**src/rtl/matmul_c_streamer.sv**
```systemverilog
// Streams the N x N result matrix out of BRAM C in row-major order on a
// valid/ready port, using a 2-entry skid buffer so full backpressure costs no throughput.
module matmul_c_streamer #(
    parameter int DATA_WIDTH  = 32,
    parameter int ADDR_WIDTH  = 10,
    parameter int MATRIX_SIZE = 8
) (
    input  logic                  clock,
    input  logic                  reset,
    input  logic                  start,
    output logic                  busy,
    output logic                  done,
    output logic [ADDR_WIDTH-1:0] c_addr,
    input  logic [DATA_WIDTH-1:0] c_dout,
    output logic [DATA_WIDTH-1:0] out_data,
    output logic                  out_valid,
    input  logic                  out_ready,
    output logic                  out_last,
    output logic [1:0]            state_dbg
);

    localparam int TOTAL = MATRIX_SIZE * MATRIX_SIZE;
    localparam int CW    = $clog2(TOTAL) + 1;
    localparam logic [CW-1:0] TOTAL_C  = CW'(TOTAL);
    localparam logic [CW-1:0] LAST_IDX = CW'(TOTAL - 1);

    generate
        if (longint'(TOTAL) > (longint'(1) << ADDR_WIDTH)) begin : g_addr_check
            $error("matmul_c_streamer: MATRIX_SIZE*MATRIX_SIZE exceeds the BRAM C address space");
        end
    endgenerate

    typedef enum logic [1:0] {
        IDLE   = 2'd0,
        STREAM = 2'd1,
        DONE   = 2'd2
    } state_t;

    state_t                  state, state_next;
    logic [CW-1:0]           rd_idx, sent;
    logic                    inflight;
    logic [1:0]              count;
    logic [DATA_WIDTH-1:0]   head, tail;
    logic [ADDR_WIDTH-1:0]   addr_q;
    logic                    pop, push, issue, accept;
    logic [2:0]              level;

    // Stream handshake: a word transfers on every rising edge where
    // out_valid and out_ready are both high; out_data/out_last hold while stalled.
    assign out_valid = (count != 2'd0);
    assign out_data  = head;
    assign out_last  = out_valid && (sent == LAST_IDX);
    assign pop       = out_valid & out_ready;
    assign push      = inflight;
    assign level     = {1'b0, count} + {2'b00, inflight};
    assign busy      = (state != IDLE);
    assign state_dbg = state;

    always_comb begin
        state_next = state;
        done       = 1'b0;
        issue      = 1'b0;
        accept     = 1'b0;
        case (state)
            IDLE: begin
                if (start) begin
                    accept     = 1'b1;
                    state_next = STREAM;
                end
            end
            STREAM: begin
                // Reads in flight plus buffered words must fit the 2-entry buffer after this pop.
                issue = (rd_idx < TOTAL_C) && (level < (3'd2 + {2'b00, pop}));
                if (pop && (sent == LAST_IDX)) state_next = DONE;
            end
            DONE: begin
                done       = 1'b1;
                state_next = IDLE;
            end
            default: state_next = IDLE;
        endcase
    end

    assign c_addr = issue ? ADDR_WIDTH'(rd_idx) : addr_q;

    always_ff @(posedge clock or posedge reset) begin
        if (reset) state <= IDLE;
        else       state <= state_next;
    end

    always_ff @(posedge clock or posedge reset) begin
        if (reset) begin
            rd_idx   <= '0;
            sent     <= '0;
            inflight <= 1'b0;
            addr_q   <= '0;
        end else begin
            inflight <= issue;
            addr_q   <= c_addr;
            if (accept) begin
                rd_idx <= '0;
                sent   <= '0;
            end else begin
                if (issue) rd_idx <= rd_idx + CW'(1);
                if (pop)   sent   <= sent + CW'(1);
            end
        end
    end

    // head is the presented word; tail only holds data while two words are buffered.
    always_ff @(posedge clock or posedge reset) begin
        if (reset) begin
            count <= 2'd0;
            head  <= '0;
            tail  <= '0;
        end else begin
            case ({push, pop})
                2'b10: begin
                    if (count == 2'd0) head <= c_dout;
                    else               tail <= c_dout;
                    count <= count + 2'd1;
                end
                2'b01: begin
                    head  <= tail;
                    count <= count - 2'd1;
                end
                2'b11: begin
                    if (count == 2'd1) begin
                        head <= c_dout;
                    end else begin
                        head <= tail;
                        tail <= c_dout;
                    end
                end
                default: ;
            endcase
        end
    end

endmodule

```
**config.mk**
```make
export PLATFORM = sky130hd
export DESIGN_NAME = matmul_c_streamer
export DESIGN_NICKNAME = d
export VERILOG_FILES = /design/src/rtl/matmul_c_streamer.sv
export SDC_FILE = /design/constraint.sdc
export NUM_CORES = 1
export LEC_CHECK = 0
export CORE_MARGIN = 5
export CORE_UTILIZATION = 65
export CTS_BUF_LIST = sky130_fd_sc_hd__clkbuf_8
export DETAILED_ROUTE_END_ITERATION = 7
export DONT_BUFFER_PORTS = 1
export HOLD_SLACK_MARGIN = 0.15
export PLACE_DENSITY = 0.79
export SLEW_MARGIN = 15
export SYNTH_ARGS = -nofsm -noshare
export SYNTH_HDL_FRONTEND = slang
export SYNTH_SLANG_ARGS = --single-unit
```
**constraint.sdc**
```tcl
create_clock -name clock -period 7 [get_ports clock]
set_input_delay 1.4 -clock clock [delete_from_list [all_inputs] [get_ports clock]]
set_output_delay 1.4 -clock clock [all_outputs]
set_load 0.01 [all_outputs]
```
==> Yosys cells after proc, flatten, opt, wreduce, memory -nomap -nowiden <==
Cells that the tools add are included.
{ "totals": {"input_bits": 36, "register_bits": 93, "out_inout_bits": 48, "wordCells": 63} }
{ "classes": {"n_addsub": 6, "eq_ne": 12, "mux": 19, "n_reduce_logical": 15, "n_lt_le_gt_ge": 2, "n_bitwise": 1} }
{ "ops": {"columns": ["op", "count"], "rows": [
  ["$mux W32", 4],
  ["$pmux W32 S3", 1],
  ["$pmux W32 S2", 1],
  ["$mux W7", 4],
  ["$add A7 B1 Y7 const B", 2],
  ["$reduce_bool A2 Y1", 6],
  ["$mux W10", 1],
  ["$ne A2 B2 Y1 const B", 5],
  ["$pmux W2 S2", 2],
  ["$eq A7 B6 Y1 const B", 1],
  ["$lt A7 B7 Y1 const B", 1],
  ["$eq A2 B1 Y1 const B", 3],
  ["$eq A2 B2 Y1 const B", 3],
  ["$logic_not A2 Y1", 2],
  ["$mux W1", 4],
  ["$mux W2", 2],
  ["$reduce_and A2 Y1", 2],
  ["$add A2 B1 Y3", 1],
  ["$add A2 B1 Y3 const A", 1],
  ["$logic_and A1 B1 Y1", 3],
  ["$lt A3 B3 Y1", 1],
  ["$reduce_and A3 Y1", 1],
  ["$reduce_bool A3 Y1", 1],
  ["$add A2 B1 Y2 const B", 1],
  ["other kinds (2)", 2]
]} }

==> Longest topological paths before layout <==
{ "logic_depth": {"depth_word": 8, "depth_mapped": 10, "mapped_depth_nobuf": 8} }

==> Least setup slack after synthesis <==
No wires, ideal clock.
{ "synth_path": {"path_kind": "input-to-output", "startpoint": "in out_ready", "endpoint": "out c_addr[3]", "cell_stages": 5, "path_slack_ns": 2.830, "t_required_ns": 5.600, "arrival_ns": 2.770, "n_path_buf": 2, "cell_sequence": "or3b_1 > a2111o_1 > buf_6 > clkbuf_1 > o21ai_0"} }
{ "synth_between": {"elab_chain_len": 6} }
{ "synth_rtl": {"columns": ["item", "line", "text"], "rows": [
  ["start: declaration", "17", "input logic out_ready,"],
  ["$and A1 B1 Y1", "53", "assign pop = out_valid & out_ready;"],
  ["$add A2 B1 Y3", "73", "issue = (rd_idx < TOTAL_C) && (level < (3'd2 + {2'b00, pop}));"],
  ["$lt A3 B3 Y1", "73", null],
  ["$logic_and A1 B1 Y1", "73", null],
  ["$mux W1", "64", "case (state)"],
  ["$mux W10", "84", "assign c_addr = issue ? ADDR_WIDTH'(rd_idx) : addr_q;"],
  ["end: declaration", "13", "output logic [ADDR_WIDTH-1:0] c_addr,"]
]} }
No other way between the ends.

==> Final worst setup path <==
Ends and elaborated chain as after synthesis.

==> results.json <==
{
  "status": "finished, final reports clean",
  "finalCritPeriodShare": 0.6076,
  "grt_pass1_wl_mm": 12.47,
  "synthAdderAreaFrac": 0.02863,
  "maxCapViolCount": 0,
  "antenna_found_initial": 0,
  "gp_congestion": 0.7676,
  "peakVddDrop_mv": 0.3061,
  "nets": 382,
  "synth_top_area_frac": 0.5916,
  "dp.cells": 401,
  "die_w_um": 87.80,
  "netlist_top_cells_count": "dfrtp_1 (93), nand2_1 (43), mux2_2 (37), o21ai_0 (37), a22oi_1 (32)",
  "skew_ns": 0.01018,
  "routed_wl_mm": 7.417,
  "via_per_inst": 5.935,
  "synthTopCellsByArea": "dfrtp_1 (59%), mux2_2 (11%), a22oi_1 (6.1%)",
  "rsz0062_at_grt": "false",
  "setup_ws_ns": 2.747,
  "drv_slew": 0,
  "power-per-cell-area_nw_per_um2": 536.0,
  "slowest_delay_ns": 0.64,
  "portBuffers": 0,
  "syn_inst": 339,
  "grt_pass1_vias": 2559,
  "num_rows": 28,
  "drc": 0,
  "worst-path-buf-inv": 0,
  "netlist_area_um2": 3934,
  "die_y_um": 87.80,
  "final_core_util": 0.7196,
  "finalSetupViolCount": 0,
  "coreArea_um2": 5886,
  "synth-compound-area-share": 0.1304,
  "cts.sinks": 93,
  "cts_tree": "done",
  "drive_above_1_share": 0.1842,
  "crit_type": "input pin to output pin",
  "holdWs_ns": 0.5143,
  "power_leakage_nw": 1.874,
  "fin_setup_tns_ns": 0,
  "yosysMostFrequentCell": "dfrtp_1",
  "yosysSeqAreaShare": 0.5916,
  "synth.avg_cell_area_um2": 11.60,
  "synth-xor-area-share": 0.01781,
  "cts_buffer_depth": 2,
  "drtPass1Iterations": 4,
  "hold_viol": 0,
  "final_cells": 417,
  "yosys.cell_types.count": 36,
  "worstPathMaxFanout": 17,
  "synthMuxAreaShare": 0.1110,
  "cts_inserted_buffers": 9,
  "synthesis.nets": 384,
  "dieArea_um2": 7708,
  "h-tree-depth": 3,
  "clockRootBuffer": "clkbuf_8",
  "groute.usage.overall": 0.2081,
  "synthArstFlopShare": 1.000,
  "ys.flop_type": "dfrtp_1",
  "cp_slowest_cell": "a2111o_1",
  "path_cells": "or3b_1 > a2111o_1 > o21ai_0",
  "drtIter0Drc": 62,
  "grt_overflow_total": 0,
  "synth_top_family_by_area": "compound AO/OA/AOI/OAI gates",
  "synth-simple-area-share": 0.08906,
  "yosys.area.top_type": "dfrtp_1",
  "min_period_ns": 4.253,
  "seq_area_um2": 2327,
  "yosys_warnings": 0,
  "wl_per_cell_um": 17.79,
  "multiInputGateArea_um2": 1498,
  "tightest_slew_ns": 1.098,
  "clk_pin_slew_ns": 0.09,
  "num_vias": 2475,
  "n_fill_cell": 430,
  "synth-seq-cells": 93,
  "pre_cts_slack_ns": 2.706,
  "syn_to_final_growth_pct": 7.665,
  "ant_nets": 0,
  "slew_headroom": 0.2678,
  "synth_edf_count": 0,
  "clkLatencyLatePin_ns": 0.35,
  "postCtsResizedCells": 0,
  "crit_family": "compound AO/OA/AOI/OAI gates",
  "cts_setup_buffers": 0,
  "hp-class": "register to register",
  "fmax_mhz": 235.1,
  "postCtsHoldBufs": 0,
  "diodes": 0,
  "startpoint_type": "input pin",
  "critPathCaptureType": "output pin",
  "arrival_ns": 2.85,
  "grt_max_degree": 57,
  "pin_count": 84,
  "initial_core_util": 0.6684,
  "dp_hpwl_mm": 5.132,
  "cp.required_ns": 5.60
}
metal layers:
metal / share of wire / GRT usage
met1: 0.41 / 0.2704
met2: 0.49 / 0.3329
met3: 0.078 / 0.06209
met4: 0.018 / 0.07671
met5: 0 / 0
worst reg2reg max path, stage by stage, from the launching register on:
cell     delay, ns
dfrtp_1       0.43
inv_1         0.07
ha_1          0.30
nor2b_1       0.65
ha_1          0.36
a21o_1        0.87
a22oi_1       0.13
o21ai_0       0.28
final cells by class:
type,count,area share
Multi-Input combinational cell,215,0.3536
Sequential cell,93,0.5495
Clock inverter,7,0.02363
Tap cell,75,0.02216
Inverter,12,0.01123
Timing Repair Buffer,6,0.01064
Clock buffer,9,0.02925
worst paths after layout:
check                      depth (start not counted)           end  slack [ns]       from
setup / recovery                                   3     c_addr[3]        2.75  out_ready
hold / removal                                     1      tail[30]        0.51   tail[30]
setup reg to reg                                   7  out_data[18]        3.81   count[0]
hold reg to reg                                    1      tail[30]        0.51   tail[30]
max in group asynchronous                          2      count[1]        5.04      reset
min in group asynchronous                          1     addr_q[9]        0.98      reset
kinds of logic (layout without fill, tap and decap cells):
logic type	count (synthesis)	after routing
DFF	93	93
AOI/OAI and AO/OA	82	82
and+or+nand+nor	77	77
muxes	39	39
buffers and inverters	31	34
adders and majority gates	9	9
xor gates and xnor gates	8	8
layout by cell type, fill, tap and decap left out, drive strengths merged, types with 4 or more instances in the layout:
master,instances
dfrtp,93
nand2,43
buf,6
a22oi,32
and2,4
mux2,37
xnor2,5
clkbuf,9
nor2,11
a21oi,5
inv,13
o21ai,38
nor2b,4
ha,9
power by group:
| part | leakage (nW) | internal [mW] | switching, mW |
|---|---|---|---|
| Clock | 0.113 | 0.204 | 0.188 |
| Combinational | 0.632 | 0.388 | 0.491 |
| Sequential | 1.13 | 0.797 | 0.203 |
registers in the layout (all words and copies together) (netlist names):
name	cells
out_data	32
tail	32
addr_q	10
rd_idx	7
sent	7
count	2
state_dbg	2
inflight	1
metrics by stage:
step           power (mW)  area, um^2
3_5_place_dp        1.903        4011
3_3_place_gp        1.842        4011
5_1_grt             2.459        4235
2_1_floorplan       1.698        3934
4_1_cts             2.291        4235
6_report            2.270        4235
(Power assumes the default switching activity.)
